==> config.mk <==
export PLATFORM = sky130hd
export DESIGN_NAME = ft2232h_tx_arbiter_flat
export DESIGN_NICKNAME = d
export VERILOG_FILES = /design/src/rtl/ft2232h_pkg.sv /design/src/rtl/ft2232h_tx_arbiter_if.sv /design/src/rtl/ft2232h_tx_arbiter_rr.sv /design/src/rtl/ft2232h_tx_arbiter.sv /design/src/flat_wrapper.sv
export SDC_FILE = /design/constraint.sdc
export NUM_CORES = 1
export LEC_CHECK = 0
export BUFFER_PORTS_ARGS = -buffer_cell sky130_fd_sc_hd__buf_2
export CELL_PAD_IN_SITES_DETAIL_PLACEMENT = 0
export CELL_PAD_IN_SITES_GLOBAL_PLACEMENT = 1
export CORE_ASPECT_RATIO = 1.1
export CORE_MARGIN = 3
export CORE_UTILIZATION = 37
export CTS_CLUSTER_SIZE = 25
export DETAILED_ROUTE_END_ITERATION = 10
export GPL_TIMING_DRIVEN = 1
export PLACE_DENSITY_LB_ADDON = 0.2
export SYNTH_ARGS = -nofsm -noshare
export SYNTH_HDL_FRONTEND = slang
export SYNTH_SLANG_ARGS = --single-unit
==> constraint.sdc <==
create_clock -name clkout_i -period 3.3 [get_ports clkout_i]
set_input_delay 0.825 -clock clkout_i [delete_from_list [all_inputs] [get_ports clkout_i]]
set_output_delay 0.825 -clock clkout_i [all_outputs]
set_load 0.02 [all_outputs]
==> src/rtl/ft2232h_pkg.sv <==
// Shared constants and types for the FT2232H round-robin TX arbiter.
package ft2232h_pkg;

   localparam int         FT_BYTE_W = 8;
   localparam logic [3:0] HDR_MAGIC = 4'hA;

   typedef enum logic {
      IDLE,
      PAYLOAD
   } state_t;

   // Index width that stays at least 1 bit wide when a single requester is configured.
   function automatic int idx_w(input int n);
      return (n > 1) ? $clog2(n) : 1;
   endfunction

endpackage

==> src/rtl/ft2232h_tx_arbiter_if.sv <==
// Requester byte streams plus the FT2232H synchronous-FIFO write pins as one bundle.
interface ft2232h_tx_arbiter_if #(
   parameter int NCH = 4
);
   logic [NCH-1:0]                          req_valid_i;
   logic [NCH*ft2232h_pkg::FT_BYTE_W-1:0]   req_data_i;
   logic [NCH-1:0]                          req_ready_o;
   logic                                    txe_n_i;
   logic                                    wr_n_o;
   logic [ft2232h_pkg::FT_BYTE_W-1:0]       data_o;
   logic                                    siwu_n_o;
   logic                                    busy_o;

   modport master (
      input  req_valid_i, req_data_i, txe_n_i,
      output req_ready_o, wr_n_o, data_o, siwu_n_o, busy_o
   );

   modport slave (
      output req_valid_i, req_data_i, txe_n_i,
      input  req_ready_o, wr_n_o, data_o, siwu_n_o, busy_o
   );
endinterface

==> src/rtl/ft2232h_tx_arbiter_rr.sv <==
// Combinational round-robin picker: first set request at or above ptr, wrapping.
module rr_arbiter #(
   parameter int NCH = 4,
   parameter int GW  = 2
) (
   input  logic [NCH-1:0] req,
   input  logic [GW-1:0]  ptr,
   output logic [NCH-1:0] grant_oh,
   output logic [GW-1:0]  grant_bin
);

   always_comb begin
      logic          found;
      logic [GW-1:0] idx;
      // NOTE: every output gets a default before the search so no path leaves a latch.
      grant_oh  = '0;
      grant_bin = '0;
      found     = 1'b0;
      idx       = '0;
      for (int i = 0; i < NCH; i++) begin
         idx = GW'((int'(ptr) + i) % NCH);
         if (!found && req[idx]) begin
            found         = 1'b1;
            grant_oh[idx] = 1'b1;
            grant_bin     = idx;
         end
      end
   end

endmodule

==> src/rtl/ft2232h_tx_arbiter.sv <==
// Round-robin packet scheduler onto the FT2232H sync-FIFO write port (header + BURST_LEN bytes).
// Optional FT_SIWU_EN: pulse SIWU# once the link goes quiet after a packet to flush the host buffer.
module ft2232h_tx_arbiter
   import ft2232h_pkg::*;
#(
   parameter int NCH       = 4,
   parameter int BURST_LEN = 16,
   parameter int CH_W      = 4
) (
   input  logic                 clkout_i,
   input  logic                 rst_n_i,
   ft2232h_tx_arbiter_if.master bus
);

   localparam int GW = idx_w(NCH);
   localparam int CW = $clog2(BURST_LEN + 1);

   state_t                 state;
   logic                   out_valid;
   logic [FT_BYTE_W-1:0]   data_q;
   logic [GW-1:0]          rr_ptr;
   logic [GW-1:0]          grant_q;
   logic [CW-1:0]          byte_cnt;

   logic [NCH-1:0]         grant_oh;
   logic [GW-1:0]          grant_bin;
   logic [NCH-1:0]         req_ready;
   logic [FT_BYTE_W-1:0]   req_byte [NCH];
   logic [GW-1:0]          next_ptr;
   logic [CH_W-1:0]        hdr_ch;
   logic                   any_req, xfer, slot_free, start, accept, last_accept;

   for (genvar k = 0; k < NCH; k++) begin : g_unpack
      assign req_byte[k] = bus.req_data_i[k*FT_BYTE_W +: FT_BYTE_W];
   end

   rr_arbiter #(
      .NCH (NCH),
      .GW  (GW)
   ) u_rr (
      .req       (bus.req_valid_i),
      .ptr       (rr_ptr),
      .grant_oh  (grant_oh),
      .grant_bin (grant_bin)
   );

   // The slot may be refilled on the same edge that the host consumes it.
   assign xfer        = out_valid & ~bus.txe_n_i;
   assign slot_free   = ~out_valid | xfer;
   assign any_req     = |grant_oh;
   assign start       = (state == IDLE) & any_req & slot_free;
   assign accept      = (state == PAYLOAD) & bus.req_valid_i[grant_q] & slot_free;
   assign last_accept = accept & (byte_cnt == CW'(BURST_LEN - 1));
   assign next_ptr    = (grant_bin == GW'(NCH - 1)) ? '0 : grant_bin + GW'(1);
   assign hdr_ch      = CH_W'(grant_bin);

   always_comb begin
      req_ready = '0;
      if (state == PAYLOAD) req_ready[grant_q] = bus.req_valid_i[grant_q] & slot_free;
   end

   // NOTE: all state here uses non-blocking assignments so every register samples pre-edge values.
   always_ff @(posedge clkout_i or negedge rst_n_i) begin
      if (!rst_n_i) begin
         state     <= IDLE;
         out_valid <= 1'b0;
         data_q    <= '0;
         rr_ptr    <= '0;
         grant_q   <= '0;
         byte_cnt  <= '0;
      end else begin
         case (state)
            IDLE: begin
               if (start) begin
                  out_valid <= 1'b1;
                  data_q    <= {HDR_MAGIC, hdr_ch};
                  rr_ptr    <= next_ptr;
                  grant_q   <= grant_bin;
                  byte_cnt  <= '0;
                  state     <= PAYLOAD;
               end else if (xfer) begin
                  out_valid <= 1'b0;
               end
            end
            PAYLOAD: begin
               if (accept) begin
                  out_valid <= 1'b1;
                  data_q    <= req_byte[grant_q];
                  byte_cnt  <= byte_cnt + CW'(1);
                  if (last_accept) state <= IDLE;
               end else if (xfer) begin
                  out_valid <= 1'b0;
               end
            end
         endcase
      end
   end

`ifdef FT_SIWU_EN
   logic pkt_done;
   logic siwu_n_q;

   // A fresh request in the quiet cycle wins; the flush stays pending for a later gap.
   always_ff @(posedge clkout_i or negedge rst_n_i) begin
      if (!rst_n_i) begin
         pkt_done <= 1'b0;
         siwu_n_q <= 1'b1;
      end else begin
         siwu_n_q <= 1'b1;
         if (last_accept) begin
            pkt_done <= 1'b1;
         end else if ((state == IDLE) && !out_valid && !any_req && pkt_done) begin
            pkt_done <= 1'b0;
            siwu_n_q <= 1'b0;
         end
      end
   end

   assign bus.siwu_n_o = siwu_n_q;
`else
   assign bus.siwu_n_o = 1'b1;
`endif

   assign bus.req_ready_o = req_ready;
   assign bus.wr_n_o      = ~xfer;
   assign bus.data_o      = data_q;
   assign bus.busy_o      = (state == PAYLOAD) | out_valid;

endmodule

==> src/flat_wrapper.sv <==
// flat-port wrapper written by rule: the top's interface ports become plain ports
module ft2232h_tx_arbiter_flat import ft2232h_pkg::*;
#(
   parameter int NCH       = 4,
   parameter int BURST_LEN = 16,
   parameter int CH_W      = 4
)
  (clkout_i, rst_n_i, bus_req_valid_i, bus_req_data_i, bus_txe_n_i, bus_req_ready_o, bus_wr_n_o, bus_data_o, bus_siwu_n_o, bus_busy_o);
  ft2232h_tx_arbiter_if #(.NCH(NCH)) bus_i ();
  input  logic clkout_i;
  input  logic rst_n_i;
  input wire logic [$bits(bus_i.req_valid_i)-1:0] bus_req_valid_i;
  input wire logic [$bits(bus_i.req_data_i)-1:0] bus_req_data_i;
  input wire logic [$bits(bus_i.txe_n_i)-1:0] bus_txe_n_i;
  output wire logic [$bits(bus_i.req_ready_o)-1:0] bus_req_ready_o;
  output wire logic [$bits(bus_i.wr_n_o)-1:0] bus_wr_n_o;
  output wire logic [$bits(bus_i.data_o)-1:0] bus_data_o;
  output wire logic [$bits(bus_i.siwu_n_o)-1:0] bus_siwu_n_o;
  output wire logic [$bits(bus_i.busy_o)-1:0] bus_busy_o;
  assign bus_i.req_valid_i = bus_req_valid_i;
  assign bus_i.req_data_i = bus_req_data_i;
  assign bus_i.txe_n_i = bus_txe_n_i;
  assign bus_req_ready_o = bus_i.req_ready_o;
  assign bus_wr_n_o = bus_i.wr_n_o;
  assign bus_data_o = bus_i.data_o;
  assign bus_siwu_n_o = bus_i.siwu_n_o;
  assign bus_busy_o = bus_i.busy_o;
  ft2232h_tx_arbiter #(.NCH(NCH), .BURST_LEN(BURST_LEN), .CH_W(CH_W)) u_core (.clkout_i(clkout_i), .rst_n_i(rst_n_i), .bus(bus_i));
endmodule
==> results of run 1 <==
-- worst paths after layout --
path | start | end | slack, ns | depth (start not counted)
setup / recovery | bus_req_valid_i[3] | bus_req_ready_o[3] | 0.43 | 5
setup reg to reg | u_core.rr_ptr[0] | u_core.rr_ptr[1] | 0.64 | 7
hold / removal | rst_n_i | u_core.out_valid | 0.50 | 1
hold reg to reg | u_core.bus.data_o[5] | u_core.bus.data_o[5] | 0.51 | 1
max in group asynchronous | rst_n_i | u_core.bus.data_o[4] | 2.50 | 1
min in group clkout_i | u_core.bus.data_o[5] | u_core.bus.data_o[5] | 0.51 | 1
-- worst reg2reg max path, stage by stage, from the launching register on --
cell and delay [ns]:
dfrtp_1 0.34, inv_1 0.11, ha_1 0.47, mux4_2 0.60, o221ai_1 0.32, nand2_1 0.12, ha_1 0.29, mux2_1 0.29
-- metal layers --
metal  part of all wire [%]  track usage [%]  wire (µm)
met3                    5.6             2.94        196
met4                   0.68             3.39         24
met1                     46             22.1       1610
met5                      0                0          0
met2                     48             26.0       1680
-- power by group through the flow --
stage	registers, mW	logic (mW)	clock network, mW
final	0.428	1.12	0.158
after global routing	0.446	1.25	0.173
after CTS	0.429	1.14	0.162
after detailed placement	0.431	1.13	0
after global placement	0.428	1.09	0
after floorplan	0.476	0.799	0
-- logic make-up (layout without fill, tap and decap cells) --
kind of cell	Yosys count	after routing	share of synthesized area, %
other cells	1	1	0.255
buf+inv	21	73	6.64
xor+xnor	2	2	1.19
simple gates	40	40	15.0
fa+ha+maj	9	9	7.66
compound gates	24	24	11.2
mux	21	21	25.7
flops	19	19	32.3
-- cells in the final DEF, fill, tap and decap left out, types with 3 or more instances in the layout --
cell type / n
buf_2: 52
dfrtp_1: 19
mux4_2: 13
inv_1: 11
ha_1: 9
o21ai_1: 7
nor2_1: 6
nand3_1: 6
buf_4: 6
nand2_1: 5
mux2i_1: 4
nor3_1: 4
and3_1: 3
mux2_1: 3
clkbuf_8: 3
-- sequential cells by signal (all words and copies together) (netlist names) --
| name | flops |
|---|---|
| u_core.bus.data_o | 8 |
| u_core.byte_cnt | 5 |
| u_core.grant_q | 2 |
| u_core.out_valid | 1 |
| u_core.rr_ptr | 2 |
| u_core.state | 1 |
-- per-stage QoR --
stage	area [µm²]	setup slack, ns	utilization [%]
2_1_floorplan	1470	0.451	-
3_3_place_gp	1780	0.463	47.6
3_5_place_dp	1780	0.433	47.6
4_1_cts	1830	0.429	48.8
5_1_grt	1830	0.392	48.8
6_report	1830	0.427	48.8
-- area by class of cell --
| type | instances | area, µm² | area share, % |
|---|---|---|---|
| Inverter | 11 | 41.3 | 2.26 |
| Timing Repair Buffer | 58 | 305 | 16.7 |
| Clock buffer | 4 | 45.0 | 2.47 |
| Multi-Input combinational cell | 97 | 897 | 49.1 |
| Sequential cell | 19 | 475 | 26.0 |
| Tap cell | 50 | 62.6 | 3.42 |
==> qor.yml, run 1 <==
outcome:
  outcome: "complete, no violations"
flow_run:
  cap_violations: 0
synth:
  synth.area.top_cells: "dfrtp_1 (32%), mux4_2 (20%), ha_1 (7.7%)"
  async_reset_ff_share_pct: 100
  syn-cell-area_um2: 1470
  synth.top_cell.area_share_pct: 32.3
  yosysMostFrequentCell: "dfrtp_1"
  yosysSeqAreaShare_pct: 32.3
  ys_ff_latch: 19
  synth_edf_count: 0
  yosysTopAreaCell: "dfrtp_1"
  syn_area_per_cell_um2: 10.7
  yosys.cell_types.count: 43
  yosys-top-cells-count: "dfrtp_1 (19), mux4_2 (13), inv_1 (11), ha_1 (9), o21ai_1 (7)"
  synthFlopType: "dfrtp_1"
  syn_inst: 137
  yosysWarnings: 0
  syn-num-nets: 185
placed_design:
  dp_cells: 235
  hpwlAfterDp_mm: 2.74
  routabilityCongestion: 0.831
  io_buffers: 52
clock_tree:
  cts_tree: "built"
  h-tree-depth: 1
  cts_made_buffers: 3
  clock_sinks: 19
  ctsHoldBuffers: 0
  cts_resized: 0
  path_clk_slew_ns: 0.07
  root_buffer: "clkbuf_8"
  cts.path.max_buffers: 2
  cts_setup_buffers: 0
  clkLatencyLatePin_ns: 0.25
critical_path:
  slowest_stage: "mux4_2"
  cp_cell_sequence: "buf_2, mux4_2, and3_1, and3_1, buf_2"
  arrival_ns: 2.05
  crit_path_max_incr_delay_ns: 0.52
  critPathKind: "primary input to primary output"
  crit_buf_inv: 2
  setup.worst_path.start_class: "primary input"
  cp_data_required_time_ns: 2.47
  end_kind: "primary output"
  cp_top_family: "multiplexers"
  cp_max_fo: 9
power_and_ir_drop:
  clock_power_share_pct: 9.2
  combPwrFrac_pct: 65.7
  leakagePower_nw: 0.872
  seqPwrFrac_pct: 25.1
  powerDensity_nw_per_um2: 936
  vdd_ir_drop_max_mv: 0.341
  p_sw_share_pct: 44.9
  p_total_mw: 1.71
  p_int_uw: 942
  switchingPower_uw: 767
grt:
  grt_overflow: 0
  antenna_found_initial: 0
  grt.total_usage_pct: 15.9
  grt_pass1_wl_mm: 6.00
  grt_max_degree: 20
  grt_pass1_vias: 1328
cells_and_area:
  area_growth_syn_to_layout_pct: 24.3
  n_antenna_cell: 0
  fillers: 353
  layout-drive-gt1-share_pct: 42.9
  stdcell_count: 239
  nets: 238
die:
  die-area_um2: 4770
  start_util_pct: 39.3
  die_x_um: 66.1
  coreArea_um2: 3740
  io_pins: 54
  placementRows: 23
  die_h_um: 72.1
route:
  drt_iter0_markers: 33
  drc: 0
  antenna_left: 0
  firstDrtPassIters: 4
  post_drt_wl_per_cell_um: 14.7
  avgViaCountPerCell: 5.18
  postRouteWirelength_mm: 3.52
  vias: 1239
timing:
  slew_viol_final: 0
  finalHoldViolations: 0
  holdWs_ns: 0.504
  tns_ns: 0
  post-route-period-util_pct: 87.1
  setup_viol: 0
  max_clock_freq_ghz: 0.348
  finalClockSkew_ns: 0.00138
  grt_setup_unrepaired: "no"
  fin_crit_ns: 2.87
hold_path:
  hp-class: "primary input to asynchronous set/reset pin"
Power figures use the tool's default switching activity.
==> run 2, diff against run 1 <==
--- a/config.mk
+++ b/config.mk
@@ -7,10 +7,9 @@
 export LEC_CHECK = 0
 export BUFFER_PORTS_ARGS = -buffer_cell sky130_fd_sc_hd__buf_2
 export CELL_PAD_IN_SITES_DETAIL_PLACEMENT = 0
-export CELL_PAD_IN_SITES_GLOBAL_PLACEMENT = 1
+export CELL_PAD_IN_SITES_GLOBAL_PLACEMENT = 2
 export CORE_ASPECT_RATIO = 1.1
-export CORE_MARGIN = 3
-export CORE_UTILIZATION = 37
+export CORE_UTILIZATION = 30
 export CTS_CLUSTER_SIZE = 25
 export DETAILED_ROUTE_END_ITERATION = 10
 export GPL_TIMING_DRIVEN = 1
==> run 2 against run 1 <==
  * Critical path depth unchanged
  * Final area decreased by 0.41%
  * Global-route usage decreased by 1.0 points
  * Critical path type unchanged
  * Final cell count increased by 1.7%
  * Largest power group unchanged
  * Sequential share of layout area increased by 0.11 points
  * Non-clock buffer count decreased by 2
==> qor.yml, run 2 (synthesized netlist as in run 1, its figures left out) <==
timing:
  slew_viol_final: 0  # unchanged
  setup_slack_ns: 0.296  # -0.130 ns
  finalHoldViolations: 0  # unchanged
  grt_setup_unrepaired: "no"
  max_clock_freq_ghz: 0.333  # -4.3%
  max_slew.worst_pin.slew_ns: 0.519
  fin_crit_ns: 3.00  # +0.130 ns
  post-route-period-util_pct: 91.0  # +4.0 points
  setup_viol: 0  # unchanged
  finalClockSkew_ns: 0.00229  # +0.000904 ns
  relSlewSlack_pct: 65.4
  tns_ns: 0  # unchanged
flow_run:
  cap_violations: 0  # unchanged
clock_tree:
  cts_made_buffers: 3  # unchanged
  clock_sinks: 19  # unchanged
  root_buffer: "clkbuf_8"
  cts_tree: "built"
  path_clk_slew_ns: 0.07  # about the same
  cts.path.max_buffers: 2  # unchanged
  h-tree-depth: 1  # unchanged
  ctsHoldBuffers: 0  # unchanged
  cts_resized: 0  # unchanged
  cts_setup_buffers: 0  # unchanged
  clkLatencyLatePin_ns: 0.26  # about the same
route:
  antenna_left: 0  # unchanged
  post_drt_wl_per_cell_um: 14.9  # +1.5%
  firstDrtPassIters: 4  # unchanged
  postRouteWirelength_mm: 3.63  # +3.2%
  avgViaCountPerCell: 4.98  # -3.9%
  vias: 1211  # -2.3%
  drc: 0  # unchanged
  drt_iter0_markers: 37  # +12%
critical_path:
  cp_max_fo: 10  # +1
  crit_path_max_incr_delay_ns: 0.51  # about the same
  end_kind: "primary output"
  cp_cell_sequence: "buf_2, mux4_2, and3_1, and3_1, buf_2"
  cp_data_required_time_ns: 2.47  # about the same
  critPathKind: "primary input to primary output"
  arrival_ns: 2.18  # +0.13 ns
  setup.worst_path.start_class: "primary input"
  slowest_stage: "mux4_2"
power_and_ir_drop:
  p_sw_share_pct: 45.2  # +0.33 points
  p_int_uw: 926  # -1.7%
  vdd_ir_drop_max_mv: 0.435  # +27%
  leakagePower_nw: 0.862  # -1.2%
  combPwrFrac_pct: 63.8  # -1.9 points
  p_total_mw: 1.69  # -1.1%
  seqPwrFrac_pct: 26.5  # +1.4 points
  switchingPower_uw: 764  # -0.39%
  clock_power_share_pct: 9.7  # +0.5 points
  powerDensity_nw_per_um2: 929  # -0.72%
die:
  coreArea_um2: 4680  # +25%
  die_h_um: 75.4  # +4.6%
  die-area_um2: 5180  # +8.8%
  io_pins: 54  # unchanged
  die_x_um: 68.7  # +4.0%
  start_util_pct: 31.4  # -7.9 points
  placementRows: 26  # +13%
grt:
  grt_max_degree: 20  # unchanged
  grt.total_usage_pct: 14.9  # -1.0 points
  antenna_found_initial: 0  # unchanged
  grt_pass1_vias: 1176  # -11%
  grt_pass1_wl_mm: 5.68  # -5.3%
  grt_overflow: 0  # unchanged
cells_and_area:
  n_antenna_cell: 0  # unchanged
  final_cell_mix: "buf_2 (52), dfrtp_1 (19), mux4_2 (13), inv_1 (11), ha_1 (9)"
  area_growth_syn_to_layout_pct: 23.7
  largest_reg_flops: 8  # unchanged
  final_common_cell: "buf_2"
  nets: 236  # -0.84%
  layout-drive-gt1-share_pct: 42.2  # -0.61 points
hold_path:
  hp-class: "register to register"
placed_design:
  io_buffers: 52  # unchanged
  routabilityCongestion: 0.774  # -6.9%
  hpwlAfterDp_mm: 2.90  # +5.7%
  dp_slack_ns: 0.304  # -0.129 ns
outcome:
  outcome: "complete, no violations"
[run 2: cell types whose count changed in the layout (fill, tap and decap cells not counted)]
cell   before  now
buf_4       6    4
[run 2: worst paths after layout]
kind,start,endpoint,slack [ns],cells past startpoint
worst max-delay path,bus_req_valid_i[3],bus_req_ready_o[3],0.30,5
worst min-delay path,u_core.bus.data_o[7],u_core.bus.data_o[7],0.49,1
worst max register to register,u_core.rr_ptr[0],u_core.rr_ptr[1],0.65,7
worst min register to register,u_core.bus.data_o[7],u_core.bus.data_o[7],0.49,1
max in group asynchronous,rst_n_i,u_core.bus.data_o[0],2.50,1
min in group asynchronous,rst_n_i,u_core.bus.data_o[2],0.50,1
[run 2: layout make-up]
cell class              count  area, µm²
clock buffers               4       45.0
fillers                   525       2870
inverters                  11       41.3
multi-input cells          97        897
flip-flops and latches     19        475
well taps                  56       70.1
repair buffers             56        290
[run 2: per-layer routing]
metal  vias to the layer above  GRT usage [%]  wire length [µm]
met2                        24           25.4              1870
li1                        603              -                 -
met3                         5           2.40               129
met4                         0           4.76                44
met1                       579           19.3              1590
met5                         -              0                 0
[run 2: metrics by stage]
stage | cells | area [µm²] | hold slack, ns | util, %
finish | 243 | 1820 | 0.495 | 38.8
floorplan | 137 | 1470 | 0.478 | -
detailed placement | 239 | 1770 | 0.483 | 37.9
CTS | 243 | 1820 | 0.500 | 38.8
global route | 243 | 1820 | 0.526 | 38.8
global placement | 239 | 1770 | 0.480 | 37.9
[run 2: critical path: cells and delay by family]
kind / cells / cell delay [ns]
buffers and inverters: 2 / 0.30
AND/OR/NAND/NOR: 2 / 0.54
multiplexers: 1 / 0.51
[run 2: power groups by stage]
stage / Combinational, mW / Clock [mW] / Sequential [mW]
5_1_grt: 1.22 / 0.182 / 0.473
2_1_floorplan: 0.799 / 0 / 0.476
3_3_place_gp: 1.09 / 0 / 0.451
6_report: 1.08 / 0.164 / 0.447
3_5_place_dp: 1.09 / 0 / 0.453
4_1_cts: 1.10 / 0.170 / 0.450
